--- config.mk ---
export PLATFORM = sky130hd
export DESIGN_NAME = lpt_controller
export DESIGN_NICKNAME = d
export VERILOG_FILES = /design/src/rtl/lpt_controller.sv
export SDC_FILE = /design/constraint.sdc
export NUM_CORES = 1
export LEC_CHECK = 0
export ABC_AREA = 1
export CORE_MARGIN = 2
export CORE_UTILIZATION = 39
export CTS_CLUSTER_DIAMETER = 30
export CTS_CLUSTER_SIZE = 16
export DETAILED_ROUTE_END_ITERATION = 12
export HOLD_SLACK_MARGIN = 0.08
export PLACE_DENSITY = 0.79
export SYNTH_ARGS = -nofsm -noshare
export SYNTH_HDL_FRONTEND = slang
export SYNTH_SLANG_ARGS = --single-unit
--- constraint.sdc ---
create_clock -name clk -period 1.3 [get_ports clk]
set_input_delay 0.26 -clock clk [delete_from_list [all_inputs] [get_ports clk]]
set_output_delay 0.26 -clock clk [all_outputs]
set_load 0.02 [all_outputs]
--- src/rtl/lpt_controller.sv ---
// Moore control FSM for a 4-register datapath: LOAD/MOV/XOR/AND/SHL.
// Outputs are decoded only from the registered state and the latched instruction fields.
module lpt_controller (
   input  logic       clk,
   input  logic       reset,
   input  logic       start,
   input  logic [2:0] op,
   input  logic [1:0] rd,
   input  logic [1:0] rm,
   output logic       w,
   output logic [1:0] Rn,
   output logic [2:0] sr,
   output logic [1:0] aluop,
   output logic       lt,
   output logic [2:0] tsel,
   output logic [2:0] bsel,
   output logic       busy,
   output logic       done,
   output logic       err,
   output logic [7:0] icount
);
   typedef enum logic [1:0] {S_IDLE, S_TMP, S_WRITE, S_DONE} state_t;

   localparam logic [2:0] OP_LOAD = 3'b000;
   localparam logic [2:0] OP_MOV  = 3'b001;
   localparam logic [2:0] OP_XOR  = 3'b010;
   localparam logic [2:0] OP_AND  = 3'b011;
   localparam logic [2:0] OP_SHL  = 3'b100;

   state_t     state_q, state_d;
   logic [2:0] op_q, op_d;
   logic [1:0] rd_q, rd_d;
   logic [1:0] rm_q, rm_d;
   logic       err_q, err_d;
   logic [7:0] icount_q, icount_d;

   function automatic logic [2:0] onehot_rm(input logic [1:0] r);
      case (r)
         2'd1:    onehot_rm = 3'b001;
         2'd2:    onehot_rm = 3'b010;
         2'd3:    onehot_rm = 3'b100;
         default: onehot_rm = 3'b000;
      endcase
   endfunction

   always_ff @(posedge clk) begin
      if (reset) begin
         state_q  <= S_IDLE;
         op_q     <= '0;
         rd_q     <= '0;
         rm_q     <= '0;
         err_q    <= 1'b0;
         icount_q <= '0;
      end else begin
         state_q  <= state_d;
         op_q     <= op_d;
         rd_q     <= rd_d;
         rm_q     <= rm_d;
         err_q    <= err_d;
         icount_q <= icount_d;
      end
   end

   always_comb begin
      state_d  = state_q;
      op_d     = op_q;
      rd_d     = rd_q;
      rm_d     = rm_q;
      err_d    = err_q;
      icount_d = icount_q;
      case (state_q)
         S_IDLE: begin
            if (start) begin
               op_d  = op;
               rd_d  = rd;
               rm_d  = rm;
               err_d = 1'b0;
               case (op)
                  OP_LOAD:                        state_d = S_WRITE;
                  OP_MOV, OP_XOR, OP_AND, OP_SHL: state_d = S_TMP;
                  default: begin
                     state_d = S_DONE;
                     err_d   = 1'b1;
                  end
               endcase
            end
         end
         S_TMP:   state_d = S_WRITE;
         S_WRITE: state_d = S_DONE;
         S_DONE: begin
            state_d = S_IDLE;
            if (!err_q) icount_d = icount_q + 8'd1;
         end
         default: state_d = S_IDLE;
      endcase
   end

   always_comb begin
      w      = 1'b0;
      Rn     = '0;
      sr     = '0;
      aluop  = '0;
      lt     = 1'b0;
      tsel   = '0;
      bsel   = '0;
      busy   = (state_q != S_IDLE);
      done   = 1'b0;
      err    = 1'b0;
      icount = icount_q;
      case (state_q)
         S_TMP: begin
            lt = 1'b1;
            // MOV from R1..R3 routes through the B bus; everything else stages R0
            if (op_q == OP_MOV && rm_q != 2'd0) begin
               tsel = 3'b100;
               bsel = onehot_rm(rm_q);
            end else begin
               tsel = 3'b010;
            end
         end
         S_WRITE: begin
            w  = 1'b1;
            Rn = rd_q;
            case (op_q)
               OP_LOAD: sr = 3'b001;
               OP_MOV:  sr = 3'b100;
               OP_XOR: begin
                  sr    = 3'b010;
                  aluop = 2'b00;
                  bsel  = onehot_rm(rm_q);
               end
               OP_AND: begin
                  sr    = 3'b010;
                  aluop = 2'b01;
                  bsel  = onehot_rm(rm_q);
               end
               OP_SHL: begin
                  sr    = 3'b010;
                  aluop = 2'b10;
               end
               default: sr = '0;
            endcase
         end
         S_DONE: begin
            done = 1'b1;
            err  = err_q;
         end
         default: ;
      endcase
   end
endmodule

Word-level counts from Yosys, hierarchy flattened
Cells that the tools add are included.
{"block": "op_classes", "eq_ne": 15, "bitwise_logic": 1, "n_reduce_logical": 12, "n_lt_le_gt_ge": 0, "n_addsub": 1, "multipliers": 0, "shifts": 0, "n_div": 0, "mux": 19}
{"cell": "$pmux W3 S3", "count": 2}
{"cell": "$mux W3", "count": 5}
{"cell": "$eq A3 B2 Y1 const B", "count": 4}
{"cell": "$add A8 B1 Y8 const B", "count": 1}
{"cell": "$eq A2 B2 Y1 const B", "count": 4}
{"cell": "$pmux W2 S2", "count": 2}
{"cell": "$pmux W2 S4", "count": 1}
{"cell": "$eq A3 B1 Y1 const B", "count": 2}
{"cell": "$eq A3 B3 Y1 const B", "count": 2}
{"cell": "$logic_not A3 Y1", "count": 2}
{"cell": "$mux W2", "count": 3}
{"cell": "$pmux W3 S2", "count": 1}
{"cell": "$mux W1", "count": 5}
{"cell": "$reduce_or A5 Y1", "count": 1}
{"cell": "$eq A2 B1 Y1 const B", "count": 2}
{"cell": "$reduce_and A2 Y1", "count": 2}
{"cell": "$reduce_bool A2 Y1", "count": 2}
{"cell": "$reduce_or A4 Y1", "count": 1}
{"cell": "$reduce_or A3 Y1", "count": 1}
{"cell": "$logic_not A2 Y1", "count": 1}
{"cell": "$ne A2 B2 Y1 const B", "count": 1}
{"cell": "$reduce_or A2 Y1", "count": 1}
{"cell": "$logic_and A1 B1 Y1", "count": 1}
{"cell": "$not A1 Y1", "count": 1}
{"block": "totals", "n_memories": 0, "mem_bits_rw": 0, "romBits": 0, "word_cells": 54, "latch_bits": 0, "in_bits": 10, "reg_bits": 18, "out_inout_bits": 26}

Depth between registers and ports, before layout
{"block": "logic_depth", "word_depth": 5, "ltp_mapped": 8, "depth_no_buf": 8}

Least setup slack after synthesis
Ideal clock, no wire load.
{"block": "synth_path", "path_type": "register to output", "start": "register state_q[0]", "end": "output port sr[0]", "required_ns": 1.040, "n_path_buf": 0, "path_stages_with_launch": 5, "path_slack_ns": -0.457, "t_arrival_ns": 1.497, "path_cell_list": "dfxtp_1 > inv_1 > ha_1 > inv_1 > nor4_1"}
{"block": "synth_via", "elab_chain_len": 2}
{"item": "start: declaration", "line_no": "30", "text": "state_t state_q, state_d;"}
{"item": "start signal: assignment", "line_no": "55", "text": "state_q <= state_d;"}
{"item": "$eq A2 B2 Y1", "line_no": "110", "text": "case (state_q)"}
{"item": "$mux W3", "line_no": "110"}
{"item": "end: declaration", "line_no": "12", "text": "output logic [2:0] sr,"}
Every way passes these cells.

Final worst setup path
{"block": "layout_path", "start": "register op_q[1]", "end": "output port bsel[1]"}
{"block": "layout_via", "elab_chain_len": 4, "elab_cells_between_ends": 8, "cone_classes": "eq/ne (3); mux (3); reduce/logical (2)"}
{"item": "start: declaration", "line_no": "31", "text": "logic [2:0] op_q, op_d;"}
{"item": "start signal: assignment", "line_no": "56", "text": "op_q <= op_d;"}
{"item": "$eq A3 B2 Y1 / $eq A3 B1 Y1 (equally long branches)", "line_no": "124, 114"}
{"item": "$reduce_or A2 Y1 (no line) / $logic_and A1 B1 Y1 (equally long branches)"}
{"item": "$mux W3, on equally long branches"}
{"item": "$pmux W3 S2 (*)", "line_no": "110"}
{"item": "end: declaration", "line_no": "16", "text": "output logic [2:0] bsel,"}
Mark *: on every way between the ends. The rest lies on a longest branch, timed or not.

==> results_tabular.tex <==
\begin{tabular}{lr}
\hline
Metric & Value \\
\hline
\multicolumn{2}{l}{\textbf{Place}} \\
\quad Placed instance count & 233 \\
\quad Number of input and output port buffers inserted & 34 \\
\quad Final weighted congestion of routability-driven global placement & 0.897 \\
\quad Half-perimeter wire length after placement & 2340 um \\
\quad Pre-CTS setup slack & -0.644 ns \\
\multicolumn{2}{l}{\textbf{Critical path}} \\
\quad Critical path class & register to output pin \\
\quad Maximum fanout encountered on the critical timing path & 3 \\
\quad Capturing point of the worst reg2reg path & icount[4] \\
\quad Slowest library cell on the worst path & sky130\_fd\_sc\_hd\_\_dfxtp\_4 \\
\quad Data required time of the worst path & 1.04 ns \\
\quad Critical path arrival & 1.49 ns \\
\quad Ordered list of cells on the worst path & nor3\_4 -> nand3\_4 -> buf\_6 -> a21oi\_2 -> buf\_4 \\
\quad Crit path max-delay family & flip-flops \\
\quad Critical Path Source Type & register \\
\quad Reg2reg path depth & 9 \\
\quad Reg-to-reg slack, setup & -0.33 ns \\
\quad Buf/Inv on CP & 2 \\
\quad Setup crit end kind & output pin \\
\quad WP depth & 5 \\
\quad Slowest Stage Delay on Critical Path & 0.38 ns \\
\quad Origin of the critical flop-to-flop path & state\_q[0] \\
\quad Crit path capture & bsel[1] \\
\quad Crit path launch & op\_q[1] \\
\multicolumn{2}{l}{\textbf{Layout}} \\
\quad Cell Count, Final, Fillers Out & 247 \\
\quad Final \#Nets & 234 \\
\quad Leading cell type in the layout, fill and taps excluded & sky130\_fd\_sc\_hd\_\_buf\_6 \\
\quad Share of post-route cells with drive strength above 1 & a little over half \\
\quad Fill cells & 140 \\
\quad Area overhead of the layout relative to synthesis & 100\% \\
\quad Final core occ & 80.9\% \\
\quad Number of antenna repair diodes & 0 \\
\quad Commonest cells after routing, fill and taps aside & 28 x sky130\_fd\_sc\_hd\_\_buf\_6, 23 x sky130\_fd\_sc\_hd\_\_buf\_4, 19 x sky130\_fd\_sc\_hd\_\_nand2\_1 \\
\multicolumn{2}{l}{\textbf{Clock tree}} \\
\quad Clock slew seen by the registers of the worst setup and hold paths & 0.11 ns \\
\quad Inserted Clock Buffers & 3 \\
\quad Clock Path Buffers & 2 \\
\quad Clock tree from TritonCTS & done \\
\quad CTS sink count & 18 \\
\quad Number of H-tree levels & 1 \\
\quad Clock root buffer master & sky130\_fd\_sc\_hd\_\_clkbuf\_4 \\
\quad Latest clock arrival within the worst-skew pair & about 0.31 ns \\
\multicolumn{2}{l}{\textbf{Route}} \\
\quad Detailed router's first-iteration violation count & 47 \\
\quad Remaining antenna violation count after routing & 0 \\
\quad DRC Markers & 0 \\
\quad Via-to-Cell Ratio & roughly 5.3 \\
\quad Total via count in the routed design & 1307 \\
\quad Total length of routed wires & 4340 um \\
\quad TritonRoute pass-1 iters & 4 \\
\quad WL/cell & between 15 and 20 um \\
\multicolumn{2}{l}{\textbf{Run status}} \\
\quad Violated checks & negative setup slack \\
\quad Outcome & finished with violations \\
\multicolumn{2}{l}{\textbf{Timing}} \\
\quad Final Slew Violations & 0 \\
\quad Max Clock Freq & $\sim$570 MHz \\
\quad Worst Skew & 0.000958 ns \\
\quad Tmin final & 1.75 ns \\
\quad Period utilisation layout & 135\% \\
\quad Final Setup Violations & 26 \\
\quad Count of endpoints failing hold in the final timing report & 0 \\
\quad RSZ-0062 raised after global routing & true \\
\quad Minimum setup slack in the final design & -0.449 ns \\
\multicolumn{2}{l}{\textbf{Synthesis}} \\
\quad Count of yosys warnings during synthesis & 0 \\
\quad Post-synthesis cell type count & 22 \\
\quad Avg Inst Size Synth & 6.76 um2 \\
\quad Total standard cell area after synthesis & 993 um2 \\
\quad FF+latch count, synth & 18 \\
\quad Net count after synthesis & 163 \\
\quad Proportion of synthesized chip area in sequential cells & 36.3\% \\
\quad Synthesized netlist cell count & 147 \\
\multicolumn{2}{l}{\textbf{Die}} \\
\quad Placement row count & 18 \\
\quad Initial standard-cell utilization of the core & 40.5\% \\
\quad X dimension of the die & 54.5 um \\
\quad Die height & between 50 and 60 um \\
\quad Top-Level Pins & 36 \\
\quad Die area & 2970 um2 \\
\quad Area of the core & 2450 um2 \\
\multicolumn{2}{l}{\textbf{Global route}} \\
\quad Initial antenna violation count & 0 \\
\quad Wire length of the first global-routing pass & 5140 um \\
\quad Via count of the first global-routing pass & approximately 1200 \\
\quad GRT Util Overall & 24.0\% \\
\quad Global route total overflow & 0 \\
\quad Largest net degree at the start of global routing & 14 \\
\multicolumn{2}{l}{\textbf{Power and ir drop}} \\
\quad Switching Power & 0.00148 W \\
\quad Pleak & 0.929 nW \\
\quad Internal Dissipation & 0.00192 W \\
\quad Power per Cell Area & between 1500 and 2000 nW/um2 \\
\quad Switching power as a share of total power & 43.5\% \\
\quad Portion of total power attributed to sequential cells & between 20\% and 30\% \\
\quad Relative contribution of combinational cells to total power & 65.6\% \\
\quad IR Drop Worst-Case VDD & 0.00155 V \\
\quad Clock power share & 10.9\% \\
\quad Power, Total & about 0.0034 W \\
\multicolumn{2}{l}{\textbf{Flow run}} \\
\quad MaxCap Viol Count & 0 \\
\multicolumn{2}{l}{\textbf{Hold path}} \\
\quad WHS Path Cells & 2 \\
\quad Path category of the worst min-delay check & register to register \\
\hline
\end{tabular}
## sequential cells by signal, indices dropped and copies added, names as in the netlist
register	cells
err_q	1
rd_q	2
icount	8
rm_q	2
state_q	2
op_q	3
## synthesized netlist by cell type
cell,count,share of area (%)
sky130_fd_sc_hd__nand2_1,29,11
sky130_fd_sc_hd__nor2_1,25,9.4
sky130_fd_sc_hd__inv_1,23,8.7
sky130_fd_sc_hd__dfxtp_1,18,36
sky130_fd_sc_hd__o21ai_0,12,6.0
sky130_fd_sc_hd__a21oi_1,10,5.0
sky130_fd_sc_hd__ha_1,6,7.6
sky130_fd_sc_hd__nand3_1,3,1.5
sky130_fd_sc_hd__nor3_1,3,1.5
sky130_fd_sc_hd__buf_2,2,1.0
sky130_fd_sc_hd__nand3_2,2,2.0
sky130_fd_sc_hd__nand4_1,2,1.3
sky130_fd_sc_hd__nor4_1,2,1.3
sky130_fd_sc_hd__or2_2,2,1.3
sky130_fd_sc_hd__a31oi_1,1,0.63
sky130_fd_sc_hd__buf_4,1,0.76
sky130_fd_sc_hd__conb_1,1,0.38
sky130_fd_sc_hd__inv_2,1,0.38
sky130_fd_sc_hd__nor2_2,1,0.63
sky130_fd_sc_hd__nor2_4,1,1.1
sky130_fd_sc_hd__nor3_4,1,1.6
sky130_fd_sc_hd__or2_1,1,0.63
## cell type report
cell class | count | area, um2 | share of cell area [%]
repair buffers | 69 | 656 | 33.0
inverters | 24 | 100 | 5.04
well taps | 30 | 37.5 | 1.89
flip-flops and latches | 18 | 373 | 18.8
multi-input cells | 102 | 785 | 39.5
clock buffers | 4 | 36.3 | 1.83
## through the flow
step | hold slack [ns] | instance area [um2] | setup TNS, ns
after floorplan | 0.329 | 1050 | -0.540
after global placement | 0.463 | 1590 | -7.59
after detailed placement | 0.482 | 1590 | -8.97
after CTS | 0.510 | 1740 | -5.60
after global routing | 0.568 | 1990 | -8.62
final | 0.522 | 1990 | -7.39
## repair_timing
| item | CTS | global route |
|---|---|---|
| endpoints found under the setup margin | 41 | 31 |
| gates resized for setup | 133 | 68 |
| pin swaps | 12 | 21 |
| buffers inserted | 4 | 8 |
| hold buffers | 0 | 0 |
## power by group through the flow
stage | combinational [W] | clock [W] | sequential [W]
floorplan | 0.000707 | 0 | 0.000783
global placement | 0.00134 | 0 | 0.000745
detailed placement | 0.00140 | 0 | 0.000750
CTS | 0.00160 | 0.000374 | 0.000774
global route | 0.00234 | 0.000387 | 0.000803
finish | 0.00223 | 0.000371 | 0.000797
## worst reg2reg max path, cell delays in order (launching register included)
cell and delay [ns]:
sky130_fd_sc_hd__dfxtp_2 0.38, sky130_fd_sc_hd__buf_6 0.12, sky130_fd_sc_hd__buf_6 0.10, sky130_fd_sc_hd__buf_6 0.09, sky130_fd_sc_hd__ha_4 0.14, sky130_fd_sc_hd__buf_6 0.12
sky130_fd_sc_hd__nand4_1 0.16, sky130_fd_sc_hd__nor2_1 0.18, sky130_fd_sc_hd__nor2_1 0.08, sky130_fd_sc_hd__nor3_1 0.18
## layer usage
layer	track usage, %	share of wire, %	wire [um]
met1	28.0	41	1790
met2	43.2	52	2260
met5	0	0	0
met4	12.9	3.3	144
met3	1.91	3.4	148
## worst min path at each step
stage,start,endpoint
finish,rd_q[0],rd_q[0]
global route,rd_q[0],rd_q[0]
CTS,rd_q[1],rd_q[1]
detailed placement,rd_q[1],rd_q[1]
global placement,rd_q[1],rd_q[1]
floorplan,reset,op_q[2]
## kinds of logic (layout without fill, tap and decap cells)
group,count (synthesis),count (layout),synth area share (%)
compound gates,23,23,11.7
simple gates,72,72,33.2
fa+ha+maj,6,6,7.56
other cells,1,1,0.377
flops,18,18,36.3
buf+inv,27,97,10.8
Note: power is estimated with default switching activity, not from simulation.
